[src/rtl/hazard_forward_unit_if.sv]
// Decode-side bundle for the hazard/forwarding unit: decode fields, forwarding sources,
// stall inputs, and the operand-mux / pipeline-enable controls returned to the pipeline.
interface hazard_forward_unit_if #(
  parameter int XLEN          = 64,
  parameter int REGISTER_SIZE = 5,
  parameter int FWD_DEPTH     = 2,
  parameter int CNT_WIDTH     = 32
);
  localparam int SEL_W = $clog2(FWD_DEPTH + 1);

  logic                      dec_valid;
  logic [REGISTER_SIZE-1:0]  dec_rd;
  logic [REGISTER_SIZE-1:0]  dec_rs1;
  logic [REGISTER_SIZE-1:0]  dec_rs2;
  logic                      dec_rd_we;
  logic                      dec_uses_rs1;
  logic                      dec_uses_rs2;
  logic                      dec_is_load;
  logic                      dec_is_store;
  logic                      dec_is_fence;
  logic [XLEN-1:0]           rf_rs1_data;
  logic [XLEN-1:0]           rf_rs2_data;
  logic [FWD_DEPTH*XLEN-1:0] stage_result;
  logic                      mc_busy;
  logic                      dm_pending;

  logic [XLEN-1:0]           fwd_rs1_data;
  logic [XLEN-1:0]           fwd_rs2_data;
  logic [SEL_W-1:0]          fwd_sel_rs1;
  logic [SEL_W-1:0]          fwd_sel_rs2;
  logic                      f_to_d_enable_ff;
  logic                      d_to_e_enable_ff;
  logic                      d_to_e_bubble;
  logic [1:0]                stall_state;
  logic [CNT_WIDTH-1:0]      stall_cycles;

  modport master (
    output dec_valid, dec_rd, dec_rs1, dec_rs2, dec_rd_we, dec_uses_rs1, dec_uses_rs2,
           dec_is_load, dec_is_store, dec_is_fence, rf_rs1_data, rf_rs2_data,
           stage_result, mc_busy, dm_pending,
    input  fwd_rs1_data, fwd_rs2_data, fwd_sel_rs1, fwd_sel_rs2,
           f_to_d_enable_ff, d_to_e_enable_ff, d_to_e_bubble, stall_state, stall_cycles
  );

  modport slave (
    input  dec_valid, dec_rd, dec_rs1, dec_rs2, dec_rd_we, dec_uses_rs1, dec_uses_rs2,
           dec_is_load, dec_is_store, dec_is_fence, rf_rs1_data, rf_rs2_data,
           stage_result, mc_busy, dm_pending,
    output fwd_rs1_data, fwd_rs2_data, fwd_sel_rs1, fwd_sel_rs2,
           f_to_d_enable_ff, d_to_e_enable_ff, d_to_e_bubble, stall_state, stall_cycles
  );
endinterface

[src/rtl/hazard_forward_unit.sv]
// Data-hazard, forwarding and stall controller beside decode: picks the youngest ready
// producer per source operand and stalls for load-use, FENCE drain and busy multi-cycle units.
module hazard_forward_unit #(
  parameter int XLEN          = 64,
  parameter int REGISTER_SIZE = 5,
  parameter int FWD_DEPTH     = 2,
  parameter int LOAD_LATENCY  = 1,
  parameter int CNT_WIDTH     = 32
) (
  input logic                  clk,
  input logic                  rst,
  hazard_forward_unit_if.slave hz
);
  localparam int SEL_W = $clog2(FWD_DEPTH + 1);

  typedef enum logic [1:0] {
    RUN         = 2'd0,
    LOAD_STALL  = 2'd1,
    MC_STALL    = 2'd2,
    FENCE_DRAIN = 2'd3
  } stall_state_e;

  typedef struct packed {
    logic                     valid;
    logic [REGISTER_SIZE-1:0] rd;
    logic                     rd_we;
    logic                     is_load;
    logic                     is_mem;
  } trk_entry_t;

  // Index 0 is stage 1 (execute); index FWD_DEPTH-1 is the oldest tracked stage.
  trk_entry_t trk_q [FWD_DEPTH];
  trk_entry_t dec_entry;

  stall_state_e         state_q, state_d;
  logic [CNT_WIDTH-1:0] cnt_q;

  logic                 rs1_hit, rs1_ready, rs2_hit, rs2_ready;
  logic [SEL_W-1:0]     rs1_sel, rs2_sel;
  logic [XLEN-1:0]      rs1_fwd, rs2_fwd;
  logic                 mem_in_flight;
  logic                 load_use, fence_wait;
  logic                 f_to_d_en, d_to_e_en, bubble, freeze, accept;

  function automatic logic entry_matches(input trk_entry_t e,
                                         input logic [REGISTER_SIZE-1:0] src,
                                         input logic uses);
    return e.valid && e.rd_we && (e.rd == src) && (src != '0) && uses;
  endfunction

  // Scan oldest to youngest so the youngest matching stage overrides older ones.
  always_comb begin
    rs1_hit   = 1'b0;
    rs1_ready = 1'b1;
    rs1_sel   = '0;
    rs1_fwd   = hz.rf_rs1_data;
    if (!rst) begin
      for (int k = FWD_DEPTH; k >= 1; k--) begin
        if (entry_matches(trk_q[k-1], hz.dec_rs1, hz.dec_uses_rs1)) begin
          rs1_hit   = 1'b1;
          rs1_ready = !trk_q[k-1].is_load || (k > LOAD_LATENCY);
          rs1_sel   = SEL_W'(k);
          rs1_fwd   = hz.stage_result[(k-1)*XLEN +: XLEN];
        end
      end
    end
  end

  always_comb begin
    rs2_hit   = 1'b0;
    rs2_ready = 1'b1;
    rs2_sel   = '0;
    rs2_fwd   = hz.rf_rs2_data;
    if (!rst) begin
      for (int k = FWD_DEPTH; k >= 1; k--) begin
        if (entry_matches(trk_q[k-1], hz.dec_rs2, hz.dec_uses_rs2)) begin
          rs2_hit   = 1'b1;
          rs2_ready = !trk_q[k-1].is_load || (k > LOAD_LATENCY);
          rs2_sel   = SEL_W'(k);
          rs2_fwd   = hz.stage_result[(k-1)*XLEN +: XLEN];
        end
      end
    end
  end

  always_comb begin
    mem_in_flight = hz.dm_pending;
    for (int k = 0; k < FWD_DEPTH; k++) begin
      if (trk_q[k].valid && trk_q[k].is_mem) begin
        mem_in_flight = 1'b1;
      end
    end
  end

  // A not-ready youngest producer stalls even when an older ready copy exists.
  assign load_use   = hz.dec_valid && ((rs1_hit && !rs1_ready) || (rs2_hit && !rs2_ready));
  assign fence_wait = hz.dec_valid && hz.dec_is_fence && mem_in_flight;

  // Outputs react to this cycle's conditions; the state register only records them.
  always_comb begin
    state_d   = RUN;
    f_to_d_en = 1'b1;
    d_to_e_en = 1'b1;
    bubble    = 1'b0;
    freeze    = 1'b0;
    if (!rst) begin
      if (hz.mc_busy) begin
        state_d   = MC_STALL;
        f_to_d_en = 1'b0;
        d_to_e_en = 1'b0;
        freeze    = 1'b1;
      end else if (fence_wait) begin
        state_d   = FENCE_DRAIN;
        f_to_d_en = 1'b0;
        bubble    = 1'b1;
      end else if (load_use) begin
        state_d   = LOAD_STALL;
        f_to_d_en = 1'b0;
        bubble    = 1'b1;
      end
    end
  end

  always_comb begin
    dec_entry         = '0;
    dec_entry.valid   = 1'b1;
    dec_entry.rd      = hz.dec_rd;
    dec_entry.rd_we   = hz.dec_rd_we;
    dec_entry.is_load = hz.dec_is_load;
    dec_entry.is_mem  = hz.dec_is_load || hz.dec_is_store;
  end

  assign accept = hz.dec_valid && d_to_e_en && !bubble;

  always_ff @(posedge clk) begin
    if (rst) begin
      state_q <= RUN;
    end else begin
      state_q <= state_d;
    end
  end

  always_ff @(posedge clk) begin
    if (rst) begin
      for (int k = 0; k < FWD_DEPTH; k++) begin
        trk_q[k] <= '0;
      end
    end else if (!freeze) begin
      trk_q[0] <= accept ? dec_entry : '0;
      for (int k = 1; k < FWD_DEPTH; k++) begin
        trk_q[k] <= trk_q[k-1];
      end
    end
  end

  always_ff @(posedge clk) begin
    if (rst) begin
      cnt_q <= '0;
    end else if (!f_to_d_en && (cnt_q != {CNT_WIDTH{1'b1}})) begin
      cnt_q <= cnt_q + CNT_WIDTH'(1);
    end
  end

  assign hz.fwd_rs1_data     = rs1_fwd;
  assign hz.fwd_rs2_data     = rs2_fwd;
  assign hz.fwd_sel_rs1      = rs1_sel;
  assign hz.fwd_sel_rs2      = rs2_sel;
  assign hz.f_to_d_enable_ff = f_to_d_en;
  assign hz.d_to_e_enable_ff = d_to_e_en;
  assign hz.d_to_e_bubble    = bubble;
  assign hz.stall_state      = state_q;
  assign hz.stall_cycles     = cnt_q;

endmodule

[src/flat_wrapper.sv]
// flat-port wrapper written by rule: the top's interface ports become plain ports
module hazard_forward_unit_flat 
#(
  parameter int XLEN          = 64,
  parameter int REGISTER_SIZE = 5,
  parameter int FWD_DEPTH     = 2,
  parameter int LOAD_LATENCY  = 1,
  parameter int CNT_WIDTH     = 32
)
  (clk, rst, hz_dec_valid, hz_dec_rd, hz_dec_rs1, hz_dec_rs2, hz_dec_rd_we, hz_dec_uses_rs1, hz_dec_uses_rs2, hz_dec_is_load, hz_dec_is_store, hz_dec_is_fence, hz_rf_rs1_data, hz_rf_rs2_data, hz_stage_result, hz_mc_busy, hz_dm_pending, hz_fwd_rs1_data, hz_fwd_rs2_data, hz_fwd_sel_rs1, hz_fwd_sel_rs2, hz_f_to_d_enable_ff, hz_d_to_e_enable_ff, hz_d_to_e_bubble, hz_stall_state, hz_stall_cycles);
  hazard_forward_unit_if #(.XLEN(XLEN), .REGISTER_SIZE(REGISTER_SIZE), .FWD_DEPTH(FWD_DEPTH), .CNT_WIDTH(CNT_WIDTH)) hz_i ();
  input logic clk;
  input logic rst;
  input wire logic [$bits(hz_i.dec_valid)-1:0] hz_dec_valid;
  input wire logic [$bits(hz_i.dec_rd)-1:0] hz_dec_rd;
  input wire logic [$bits(hz_i.dec_rs1)-1:0] hz_dec_rs1;
  input wire logic [$bits(hz_i.dec_rs2)-1:0] hz_dec_rs2;
  input wire logic [$bits(hz_i.dec_rd_we)-1:0] hz_dec_rd_we;
  input wire logic [$bits(hz_i.dec_uses_rs1)-1:0] hz_dec_uses_rs1;
  input wire logic [$bits(hz_i.dec_uses_rs2)-1:0] hz_dec_uses_rs2;
  input wire logic [$bits(hz_i.dec_is_load)-1:0] hz_dec_is_load;
  input wire logic [$bits(hz_i.dec_is_store)-1:0] hz_dec_is_store;
  input wire logic [$bits(hz_i.dec_is_fence)-1:0] hz_dec_is_fence;
  input wire logic [$bits(hz_i.rf_rs1_data)-1:0] hz_rf_rs1_data;
  input wire logic [$bits(hz_i.rf_rs2_data)-1:0] hz_rf_rs2_data;
  input wire logic [$bits(hz_i.stage_result)-1:0] hz_stage_result;
  input wire logic [$bits(hz_i.mc_busy)-1:0] hz_mc_busy;
  input wire logic [$bits(hz_i.dm_pending)-1:0] hz_dm_pending;
  output wire logic [$bits(hz_i.fwd_rs1_data)-1:0] hz_fwd_rs1_data;
  output wire logic [$bits(hz_i.fwd_rs2_data)-1:0] hz_fwd_rs2_data;
  output wire logic [$bits(hz_i.fwd_sel_rs1)-1:0] hz_fwd_sel_rs1;
  output wire logic [$bits(hz_i.fwd_sel_rs2)-1:0] hz_fwd_sel_rs2;
  output wire logic [$bits(hz_i.f_to_d_enable_ff)-1:0] hz_f_to_d_enable_ff;
  output wire logic [$bits(hz_i.d_to_e_enable_ff)-1:0] hz_d_to_e_enable_ff;
  output wire logic [$bits(hz_i.d_to_e_bubble)-1:0] hz_d_to_e_bubble;
  output wire logic [$bits(hz_i.stall_state)-1:0] hz_stall_state;
  output wire logic [$bits(hz_i.stall_cycles)-1:0] hz_stall_cycles;
  assign hz_i.dec_valid = hz_dec_valid;
  assign hz_i.dec_rd = hz_dec_rd;
  assign hz_i.dec_rs1 = hz_dec_rs1;
  assign hz_i.dec_rs2 = hz_dec_rs2;
  assign hz_i.dec_rd_we = hz_dec_rd_we;
  assign hz_i.dec_uses_rs1 = hz_dec_uses_rs1;
  assign hz_i.dec_uses_rs2 = hz_dec_uses_rs2;
  assign hz_i.dec_is_load = hz_dec_is_load;
  assign hz_i.dec_is_store = hz_dec_is_store;
  assign hz_i.dec_is_fence = hz_dec_is_fence;
  assign hz_i.rf_rs1_data = hz_rf_rs1_data;
  assign hz_i.rf_rs2_data = hz_rf_rs2_data;
  assign hz_i.stage_result = hz_stage_result;
  assign hz_i.mc_busy = hz_mc_busy;
  assign hz_i.dm_pending = hz_dm_pending;
  assign hz_fwd_rs1_data = hz_i.fwd_rs1_data;
  assign hz_fwd_rs2_data = hz_i.fwd_rs2_data;
  assign hz_fwd_sel_rs1 = hz_i.fwd_sel_rs1;
  assign hz_fwd_sel_rs2 = hz_i.fwd_sel_rs2;
  assign hz_f_to_d_enable_ff = hz_i.f_to_d_enable_ff;
  assign hz_d_to_e_enable_ff = hz_i.d_to_e_enable_ff;
  assign hz_d_to_e_bubble = hz_i.d_to_e_bubble;
  assign hz_stall_state = hz_i.stall_state;
  assign hz_stall_cycles = hz_i.stall_cycles;
  hazard_forward_unit #(.XLEN(XLEN), .REGISTER_SIZE(REGISTER_SIZE), .FWD_DEPTH(FWD_DEPTH), .LOAD_LATENCY(LOAD_LATENCY), .CNT_WIDTH(CNT_WIDTH)) u_core (.clk(clk), .rst(rst), .hz(hz_i));
endmodule
[config.mk]
export PLATFORM = sky130hd
export DESIGN_NAME = hazard_forward_unit_flat
export DESIGN_NICKNAME = d
export VERILOG_FILES = /design/src/rtl/hazard_forward_unit_if.sv /design/src/rtl/hazard_forward_unit.sv /design/src/flat_wrapper.sv
export SDC_FILE = /design/constraint.sdc
export NUM_CORES = 1
export LEC_CHECK = 0
export BUFFER_PORTS_ARGS = -buffer_cell sky130_fd_sc_hd__buf_2
export CORE_AREA = 4 4 174 176
export DETAILED_ROUTE_END_ITERATION = 16
export DIE_AREA = 0 0 178 180
export PLACE_DENSITY = 0.52
export SLEW_MARGIN = 10
export SYNTH_ARGS = -nofsm -noshare
export SYNTH_HDL_FRONTEND = slang
export SYNTH_SLANG_ARGS = --single-unit
[constraint.sdc]
create_clock -name clk -period 2.3 [get_ports clk]
set_input_delay 0.115 -clock clk [delete_from_list [all_inputs] [get_ports clk]]
set_output_delay 0.115 -clock clk [all_outputs]
set_load 0.005 [all_outputs]
==> impl_metrics.json <==
{
  "status": "finished, violations left",
  "violations": "negative setup slack",
  "top_layer_used": "met5",
  "clock_sinks": 51,
  "p_comb_share_pct": 34.1,
  "numCtsBuffers": 5,
  "critical_path.cell_chain": "xnor2_1 > nand4_1 > buf_4 > nor4_4 > buf_4 > nor2_4 > buf_12 > buf_16 > a22oi_2 > nand2_1 > buf_2",
  "synth_area_per_cell_um2": 6.69,
  "gp_congestion": 0.930,
  "fin_ws_ns": -0.290,
  "start_kind": "register",
  "antenna_found_initial": 19,
  "hold_end": "u_core.hz.stall_state[0]",
  "r2r-start": "u_core.trk_q[0][4]",
  "ant_nets": 0,
  "wl_um": 34000,
  "whs_path_depth": 2,
  "initial_utilization_pct": 16.5,
  "dpl_cell_area_um2": 7850,
  "coreArea_um2": 28600,
  "arrival_ns": 2.47,
  "max_slew_margin_pct": 52.4,
  "synthCells": 704,
  "clock-root-buffer": "clkbuf_16",
  "grt_setup_unrepaired": "true",
  "grt_pass1_vias": 7031,
  "dr_wl_met3_um": 3850,
  "worst_hold_path_type": "in -> reg",
  "period_needed_ns": 2.59,
  "leakage_nw": 4.67,
  "power.density_nw_per_um2": 260,
  "grt_start_max_net_pins": 50,
  "hold_violations": 0,
  "worstMarginPinSlew_ns": 0.712,
  "wl_met1_um": 13200,
  "layout_common_cells": "buf_2, nand2_1, a22oi_2, buf_4, dfxtp_1",
  "dp_cells": 1552,
  "die_y_um": 180,
  "drt_first_pass_iters": 7,
  "drive_gt1_share_pct": 62.0,
  "reg2reg_depth": 10,
  "via_per_inst": 4.85,
  "drc": 0,
  "routed-wl-met2_um": 16200,
  "power_frac_seq_pct": 37.7,
  "vdd_drop_max_v": 0.000253,
  "row_count": 62,
  "fin_crit_sh_pct": 113,
  "num_vias": 7864,
  "final_design_area_no_fill_um2": 9930,
  "crit_top_cell": "buf_4",
  "p_clk_share_pct": 28.1,
  "wire_per_inst_um": 20.9,
  "crit_family": "buffers and inverters",
  "io_buffers": 450,
  "synth_edf_count": 17,
  "grt_usage_pct": 17.9,
  "r2r_slack_ns": -0.11,
  "p_sw_mw": 0.763,
  "slowest_delay_ns": 0.46,
  "crit_path_max_fanout": 13,
  "htreeDepth": 2,
  "final_nets": 1514,
  "path_buf_inv": 5,
  "ys.flop_type": "dfxtp_1",
  "clock_latency_ns": 0.29,
  "die-area_um2": 32000,
  "postSynth.asyncResetShare_pct": 0,
  "hold_ws_ns": 0.0563,
  "synth.lib_cells_used.distinct": 45,
  "hp-start": "hz_mc_busy",
  "cts.path.max_buffers": 2,
  "cts_tree": "built",
  "cts.reportedPaths.clkPinSlew_ns": 0.07,
  "power.share.switching_pct": 29.5,
  "drtIter0Drc": 560,
  "grt_pass1_wl_um": 44200,
  "end_kind": "output pin",
  "critPathKind": "reg -> out",
  "syn_area_um2": 4710,
  "seq_area_frac_synth_pct": 25.3,
  "pin_count": 451,
  "cp_slowest_cell": "edfxtp_1",
  "r2r-end": "u_core.hz.stall_cycles[29]",
  "final_common_cell": "buf_2",
  "p_int_mw": 1.82,
  "finalSetupViolCount": 149,
  "ys_warn_count": 0,
  "slew_violations": 0,
  "power.total_mw": 2.58,
  "fin_util_pct": 34.7,
  "fin_skew_ns": 0.00913,
  "area_delta_synth_final_pct": 111,
  "max-cap-violations": 0,
  "synthesis.nets": 987,
  "stdcell_count": 1623,
  "die_w_um": 178,
  "fmax_mhz": 386,
  "post-dp-hpwl_um": 24800,
  "synth-seq-cells": 51,
  "overflow": 0,
  "worstPathRequired_ns": 2.18
}
==> worst register-to-register path, delay by kind of cell, from the launching register on <==
kind	cells	cell delay, ns
AOI/OAI and AO/OA	3	0.50
xor gates and xnor gates	1	0.19
buffers and inverters	3	0.48
DFF	1	0.46
and+or+nand+nor	3	0.73
==> final cells by class <==
class	instances	area, um^2
clock buffers	5	125
well taps	384	480
fillers	3048	18700
multi-input cells	598	4260
inverters	6	22.5
clock inverters	2	13.8
diodes	8	20.0
repair buffers	569	3820
flip-flops and latches	51	1190
==> cells by family after synthesis <==
family / count (synthesis) / synth area share [%]
xor gates and xnor gates: 27 / 5.02
AOI/OAI and AO/OA: 182 / 28.3
adders and majority gates: 1 / 0.265
DFF: 51 / 25.3
buffers and inverters: 56 / 5.34
muxes: 4 / 0.982
and+or+nand+nor: 383 / 34.8
==> repair_timing <==
| item | 4_1_cts | 5_1_grt |
|---|---|---|
| gates resized for setup | 40 | 220 |
| gates cloned | 8 | 14 |
| pin swaps | 18 | 138 |
| setup endpoints to repair | 149 | 163 |
| buffers inserted | 9 | 28 |
| endpoints found under the hold margin | 0 | 0 |
| hold buffers | 0 | 0 |
==> worst max-delay path by stage <==
stage / start / end / slack [ns] / depth (start not counted)
after floorplan: u_core.trk_q[0][4] / u_core.hz.stall_cycles[17] / 0.20 / 9
after global placement: u_core.trk_q[0][3] / u_core.hz.stall_cycles[22] / -0.09 / 8
after detailed placement: u_core.trk_q[0][6] / u_core.hz.stall_cycles[18] / -0.15 / 7
after CTS: u_core.trk_q[0][4] / hz_fwd_rs1_data[27] / -0.18 / 11
after global routing: u_core.trk_q[0][7] / hz_fwd_rs1_data[34] / -0.41 / 11
final: u_core.trk_q[0][7] / hz_fwd_rs1_data[34] / -0.29 / 11
==> metal layers <==
| layer | up-vias | GRT usage, % |
|---|---|---|
| li1 | 3609 | - |
| met1 | 3741 | 22.1 |
| met2 | 425 | 29.3 |
| met3 | 71 | 6.60 |
| met4 | 18 | 4.73 |
| met5 | - | 0 |
==> synth_stat cells, types with 2 or more instances <==
cell / instances / area share (%)
buf_6: 3 / 0.72
or3_1: 11 / 1.5
clkbuf_1: 34 / 2.7
nor3_1: 9 / 0.96
a22oi_1: 128 / 20
o211a_1: 2 / 0.42
o21ai_2: 2 / 0.37
and2_1: 16 / 2.1
o31ai_1: 4 / 0.64
nor2b_1: 3 / 0.40
and3_1: 4 / 0.53
or4_1: 9 / 1.4
nand4_1: 8 / 1.1
buf_2: 12 / 1.3
o211ai_1: 5 / 0.80
dfxtp_1: 34 / 14
nand3_1: 13 / 1.4
and4_1: 3 / 0.56
o21ai_0: 6 / 0.64
a21oi_1: 14 / 1.5
mux2i_1: 2 / 0.42
o41ai_1: 2 / 0.37
edfxtp_1: 17 / 11
o21a_1: 4 / 0.64
xor2_1: 6 / 1.1
o311ai_0: 2 / 0.37
o21ai_1: 7 / 0.74
nand2_1: 278 / 22
xnor2_1: 21 / 3.9
nor2_1: 21 / 1.7
nor4_1: 5 / 0.66
inv_1: 6 / 0.48
==> power by group through the flow <==
stage	clock network, mW	logic (mW)	registers [mW]
after floorplan	0	0.232	0.990
after global placement	0	0.727	0.993
after detailed placement	0	0.729	0.993
after CTS	0.742	0.754	0.974
after global routing	0.775	0.949	0.978
final	0.727	0.882	0.975
==> sequential cells by signal, summed over array words and instances, names as in the netlist <==
| register | cells |
|---|---|
| u_core.hz.stall_cycles | 32 |
| u_core.hz.stall_state | 2 |
| u_core.trk_q | 17 |
==> metrics by stage <==
step | setup TNS (ns) | setup slack (ns)
6_report | -25.94 | -0.290
5_1_grt | -45.85 | -0.410
4_1_cts | -14.46 | -0.179
3_5_place_dp | -3.37 | -0.147
3_3_place_gp | -0.614 | -0.0905
2_1_floorplan | 0 | 0.196
No activity file was read; power rests on OpenSTA's default activity.
